## config.mk

```make
export PLATFORM = sky130hd
export DESIGN_NAME = dmem_arbiter
export DESIGN_NICKNAME = d
export VERILOG_FILES = /design/src/rtl/dmem_arbiter.sv
export SDC_FILE = /design/constraint.sdc
export NUM_CORES = 1
export LEC_CHECK = 0
export BUFFER_PORTS_ARGS = -buffer_cell sky130_fd_sc_hd__buf_2
export CORE_AREA = 3 3 114 116
export DETAILED_ROUTE_END_ITERATION = 12
export DIE_AREA = 0 0 117 119
export MAX_ROUTING_LAYER = met4
export PLACE_DENSITY = 0.75
export RECOVER_POWER = 100
export SKIP_CTS_REPAIR_TIMING = 1
export SLEW_MARGIN = 25
export SYNTH_ARGS = -nofsm -noshare
export SYNTH_HDL_FRONTEND = slang
export SYNTH_SLANG_ARGS = --single-unit
```

## constraint.sdc

```tcl
create_clock -name clk -period 3.3 [get_ports clk]
set_input_delay 0 -clock clk [delete_from_list [all_inputs] [get_ports clk]]
set_output_delay 0 -clock clk [all_outputs]
set_load 0.02 [all_outputs]
```

## src/rtl/dmem_arbiter.sv

```systemverilog
// Shares the data memory between the core load/store port (0) and the loader (1).
// Round-robin grant, bounded burst lock for port 1, registered read return.
module dmem_arbiter #(
  parameter int ADDR_W    = 32,
  parameter int DATA_W    = 32,
  parameter int BURST_MAX = 8
) (
  input  logic              clk,
  input  logic              reset,
  input  logic              req0,
  input  logic              req1,
  input  logic              we0,
  input  logic              we1,
  input  logic [ADDR_W-1:0] addr0,
  input  logic [ADDR_W-1:0] addr1,
  input  logic [DATA_W-1:0] wdata0,
  input  logic [DATA_W-1:0] wdata1,
  input  logic              lock1,
  output logic              gnt0,
  output logic              gnt1,
  output logic              rvalid0,
  output logic              rvalid1,
  output logic [DATA_W-1:0] rdata0,
  output logic [DATA_W-1:0] rdata1,
  output logic              mem_we,
  output logic              mem_re,
  output logic [ADDR_W-1:0] mem_addr,
  output logic [DATA_W-1:0] mem_wdata,
  input  logic [DATA_W-1:0] mem_rdata
);

  localparam int CNT_W = $clog2(BURST_MAX + 1);
  localparam logic [CNT_W-1:0] CNT_MAX = CNT_W'(BURST_MAX);

  typedef enum logic {
    UNLOCKED,
    LOCKED
  } lock_e;

  lock_e             lock_q, lock_d;
  logic              last_q, last_d;
  logic [CNT_W-1:0]  cnt_q, cnt_d;
  logic              rv0_q, rv0_d;
  logic              rv1_q, rv1_d;
  logic [DATA_W-1:0] rd0_q, rd0_d;
  logic [DATA_W-1:0] rd1_q, rd1_d;

  logic act;
  logic sel_we;
  logic rd;

  always_comb begin
    gnt0 = 1'b0;
    gnt1 = 1'b0;
    if (req0 && req1) begin
      if (lock_q == LOCKED && cnt_q < CNT_MAX) begin
        gnt1 = 1'b1;
      end else if (last_q) begin
        gnt0 = 1'b1;
      end else begin
        gnt1 = 1'b1;
      end
    end else begin
      gnt0 = req0;
      gnt1 = req1;
    end
  end

  always_comb begin
    mem_addr  = '0;
    mem_wdata = '0;
    sel_we    = 1'b0;
    if (gnt0) begin
      mem_addr  = addr0;
      mem_wdata = wdata0;
      sel_we    = we0;
    end else if (gnt1) begin
      mem_addr  = addr1;
      mem_wdata = wdata1;
      sel_we    = we1;
    end
  end

  assign act    = gnt0 | gnt1;
  assign rd     = act & ~sel_we;
  // Held off during reset so nothing can commit to memory.
  assign mem_we = act & sel_we & reset;
  assign mem_re = rd & reset;

  always_comb begin
    lock_d = lock_q;
    cnt_d  = cnt_q;
    last_d = act ? gnt1 : last_q;
    rv0_d  = rd & gnt0;
    rv1_d  = rd & gnt1;
    rd0_d  = (rd & gnt0) ? mem_rdata : rd0_q;
    rd1_d  = (rd & gnt1) ? mem_rdata : rd1_q;
    unique case (lock_q)
      UNLOCKED: begin
        if (gnt1 && lock1) begin
          lock_d = LOCKED;
          cnt_d  = CNT_W'(1);
        end
      end
      LOCKED: begin
        if (gnt0 || !req1 || (gnt1 && !lock1)) begin
          lock_d = UNLOCKED;
          cnt_d  = '0;
        end else if (cnt_q != CNT_MAX) begin
          cnt_d = cnt_q + CNT_W'(1);
        end
      end
      default: begin
        lock_d = UNLOCKED;
        cnt_d  = '0;
      end
    endcase
  end

  always_ff @(posedge clk or negedge reset) begin
    if (!reset) begin
      lock_q <= UNLOCKED;
      cnt_q  <= '0;
      last_q <= 1'b1;
      rv0_q  <= 1'b0;
      rv1_q  <= 1'b0;
      rd0_q  <= '0;
      rd1_q  <= '0;
    end else begin
      lock_q <= lock_d;
      cnt_q  <= cnt_d;
      last_q <= last_d;
      rv0_q  <= rv0_d;
      rv1_q  <= rv1_d;
      rd0_q  <= rd0_d;
      rd1_q  <= rd1_d;
    end
  end

  assign rvalid0 = rv0_q;
  assign rvalid1 = rv1_q;
  assign rdata0  = rd0_q;
  assign rdata1  = rd1_q;

endmodule
```

# After elaboration in Yosys (flattened, before gate mapping)
# Cells that the tools add are included.
# totals
register_bits,72
in_bits,167
out_inout_bits,134
wordCells,49
# classes
add_sub_neg,1
magnitude_cmp,1
eq_ne,3
n_mux,19
bitwise_logic,9
reduce_logical,9
# op_table
operator,count
two-way mux 32 bit,4
two-way mux 4 bit,3
two-way mux 1 bit,10
case mux 4 bit (2 select lines),1
AND 1 bit,6
"adder 4 x 1 -> 4 bit, second input constant",1
logical AND 1 bit,4
"< comparator 4 bit, second input constant",1
"!= test 4 bit, second input constant",1
"!= test 3 x 1 -> 1 bit, second input constant",1
logical NOT 1 bit,2
logical OR 1 bit,2
"!= test 2 bit, second input constant",1
inverter 1 bit,2
case mux 1 bit (2 select lines),1
AND reduction 2 bit,1
OR 1 bit,1

# Depth between registers and ports, before layout
# logic_depth
depth_word,9
depth_mapped,8
depth_no_buf,6

# Worst setup path after synthesis
# Ideal clock, no wire load.
# synth_path
path_type,reg-to-reg
start,register lock_q
end,"register rd1_q[13], in the netlist rdata1[13]"
setup_time_ps,125
arrival_time_ps,1544
required_ps,3175
path_slack_ps,1631
path_stages_with_launch,9
path_buffers,3
period_less_slack_ps,1669
cell_sequence,dfrtp_1 -> buf_4 -> nor2b_4 -> o21ai_4 -> inv_2 -> nand2b_1 -> buf_6 -> buf_6 -> mux2_4
# synth_between
elab_chain_len,8
word_cells_on_any_way,11
classes_between,mux: 6; bitwise: 4; reduce/logical: 1
# synth_lines
item,line,source
start: declaration,40,"lock_e lock_q, lock_d;"
start signal: assignment,130,lock_q <= lock_d;
logical AND 1 bit *,56,if (lock_q == LOCKED && cnt_q < CNT_MAX) begin
two-way mux 1 bit,56,
two-way mux 1 bit,55,if (req0 && req1) begin
two-way mux 1 bit,77,end else if (gnt1) begin
two-way mux 1 bit,73,if (gnt0) begin
inverter 1 bit,85,assign rd = act & ~sel_we;
AND 1 bit,85,
AND 1 bit *,97,rd1_d = (rd & gnt1) ? mem_rdata : rd1_q;
end signal: assignment,136,rd1_q <= rd1_d;
end: declaration,46,"logic [DATA_W-1:0] rd1_q, rd1_d;"
# Mark *: on every way between the ends. The rest lies on a longest branch, timed or not.
# A chain may end at the register's enable or synchronous reset.

# Worst setup path after layout
# layout_path
start,register lock_q
end,output mem_we
# layout_between
elab_chain_len,7
word_cells_on_any_way,10
classes_between,mux: 6; bitwise: 3; reduce/logical: 1
# layout_lines
item,line,source
logical AND 1 bit *,56,
two-way mux 1 bit,56,
two-way mux 1 bit,55,
two-way mux 1 bit,77,
two-way mux 1 bit,73,
AND 1 bit * (2 in a row),87,assign mem_we = act & sel_we & reset;
end: declaration,25,"output logic mem_we,"
# Marks and branches as above.

==> flow_summary.yaml <==
outcome:
  status: "completed"
clocking:
  cts_tree: "done"
  insertion_delay_ps: 320
  cts.sinks: 72
  clock_path_buffers: 2
  htree_levels: 3
  numCtsBuffers: 9
  path_clk_slew_ps: 60
  clockRootBuffer: "clkbuf_16"
critical_path:
  critPathCaptureType: "primary output"
  crit_type: "reg -> out"
  worstPathRequired_ps: 3300
  crit_fanout: 65
  cp-start-kind: "flop"
  arrival_ps: 2410
drt:
  wl_per_cell_um: 15.7
  via_per_inst: 4.63
  drc: 0
  vias: 4014
  ant_nets: 0
  wirelength_um: 13600
  dr.first_iter.drc_count: 190
  first_pass_iters: 4
power_and_ir_drop:
  irDropWorstVdd_uv: 416
  swShare_pct: 36.4
  switching_power_mw: 1.08
  seq_power_share_pct: 38.7
  power_density_nw_per_um2: 518
  p_int_mw: 1.89
  leakagePower_nw: 2.88
  pwr-share-clk_pct: 28.2
  power_mw: 2.97
  power_frac_comb_pct: 33.1
finish:
  syn_to_final_growth_pct: 49.1
  fin_cells: 867
  drive_gt1_share_pct: 27.4
  fin_nets: 886
  antenna_cells_inserted: 0
placed_design:
  gp_congestion: 0.859
  port_buffers: 300
  dp_cells: 819
  place_hpwl_um: 10200
sta:
  setup_tns_ps: 0
  whs_ps: 82.8
  rsz0062_at_grt: "no"
  slew_headroom_pct: 5.16
  final_hold_viol_count: 0
  fin_crit_ps: 2410
  fin_crit_sh_pct: 73.0
  fin_skew_ps: 8.40
  fmax_mhz: 415
  worst_slew_pin_slew_ps: 1420
  finalSetupViolCount: 0
  slew_violations: 0
die:
  die_h_um: 119
  initial_core_util_pct: 32.0
  dieArea_um2: 13900
  num_rows: 40
  pin_count: 301
  core_area_um2: 12000
  die_w_um: 117
global_routing:
  grt-busiest-layer: "met2"
  grt-ovfl-total: 0
  antenna_found_initial: 0
  grtUsageMet2_pct: 30.3
  grt_usage_pct: 17.7
  grt_pass1_wl_um: 18800
  use_met1_pct: 20.2
  grt_max_degree: 67
  grtUsageMet3_pct: 4.52
  grt_pass1_vias: 3715
yosys:
  synth_top_area_share_pct: 46.2
  synth_xor_area_share_pct: 0.228
  synth.most_common_cell: "nand2_1"
  yosys-top-cells-count: "nand2_1, dfrtp_1, nand3_1, mux2_1, mux2_4"
  synth_compound_area_share_pct: 2.18
  synth_top_family_by_area: "simple AND/OR/NAND/NOR gates"
  ys.flop_type: "dfrtp_1"
  synth_area_leaders: "dfrtp_1, nand2_1, mux2_4"
  synth.avg_cell_area_um2: 9.71
  synth_seq_cells: 72
  synth_top_area_cell: "dfrtp_1"
  synth_cells: 396
  syn_nets: 565
  yosys_warnings: 0
  seq_area_frac_synth_pct: 46.9
  syn_area_um2: 3850
  synth-simple-area-share_pct: 23.8
  synthMuxAreaShare_pct: 21.7
  ys_types: 32
  postSynth.asyncResetShare_pct: 100
  synth-adder-area-share_pct: 0.651
  synth_edf_count: 0
min_path:
  hold_path.class: "in -> reg"
run:
  drv_cap: 0
## sequential cells by signal, summed over array words and instances, names as in the netlist
| name | count |
|---|---|
| rdata0 | 32 |
| rvalid0 | 1 |
| lock_q | 1 |
| cnt_q | 4 |
| last_q | 1 |
| rdata1 | 32 |
| rvalid1 | 1 |
## worst max-delay path, cell delays in order, from the launching register on
cell	delay, ps
dfrtp_1	450
nor2b_1	210
o21ai_4	210
buf_4	540
nand2_1	140
o21ai_0	240
clkbuf_1	280
## power groups by stage
stage / Clock (mW) / Combinational [mW] / Sequential [mW]
floorplan: 0 / 0.439 / 1.35
global placement: 0 / 1.05 / 1.15
detailed placement: 0 / 1.07 / 1.15
CTS: 0.855 / 1.07 / 1.15
global route: 0.893 / 1.06 / 1.17
finish: 0.838 / 0.982 / 1.15
## kinds of logic (layout without fill, tap and decap cells)
| logic type | after synthesis | after routing |
|---|---|---|
| and+or+nand+nor | 210 | 210 |
| DFF | 72 | 72 |
| muxes | 65 | 65 |
| buffers and inverters | 35 | 359 |
| AOI/OAI and AO/OA | 11 | 11 |
| adders and majority gates | 2 | 2 |
| xor gates and xnor gates | 1 | 1 |
## metal layers
layer	wire length (µm)	share of wire (%)
met5	0	0
met4	187	1.4
met3	1130	8.3
met2	6910	51
met1	5360	39
## final timing paths
path	start	to	slack, ps	cells after the start
min in group asynchronous	reset	rdata0[24]$_DFFE_PN0P_	480	2
worst min-delay path	lock1	lock_q$_DFF_PN0_	80	2
max in group asynchronous	reset	rdata0[7]$_DFFE_PN0P_	910	3
worst min register to register	rdata0[19]$_DFFE_PN0P_	rdata0[19]$_DFFE_PN0P_	490	1
worst max-delay path	lock_q$_DFF_PN0_	mem_we	890	6
worst max register to register	lock_q$_DFF_PN0_	rdata1[6]$_DFFE_PN0P_	1090	6
## cells in the final DEF (no fill, tap or decap), drive strengths merged
master / instances
a21boi: 1
a21oi: 2
and3b: 1
buf: 169
clkbuf: 147
clkinv: 2
clkinvlp: 1
dfrtp: 71
dfstp: 1
dlygate4sd3: 34
ha: 2
inv: 6
mux2: 65
nand2: 134
nand2b: 3
nand3: 65
nand3b: 2
nand4: 2
nor2: 2
nor2b: 1
o2111ai: 1
o211a: 1
o21ai: 3
o22ai: 2
o311ai: 1
xor2: 1
## cell type report
cell class,count,area [µm²]
fillers,1188,6280
flip-flops and latches,72,1800
repair buffers,339,1700
multi-input cells,289,1770
clock inverters,3,21.3
clock buffers,11,233
inverters,6,25.0
well taps,147,184
## stage by stage
step | utilization (%) | cell area [µm²] | setup slack (ps)
after detailed placement | 45.1 | 5420 | 1030
after global routing | 47.8 | 5740 | 493
final | 47.8 | 5740 | 890
after global placement | 45.1 | 5420 | 1110
after floorplan | - | 3850 | 1630
after CTS | 47.3 | 5680 | 973
Note: power is estimated with default switching activity, not from simulation.
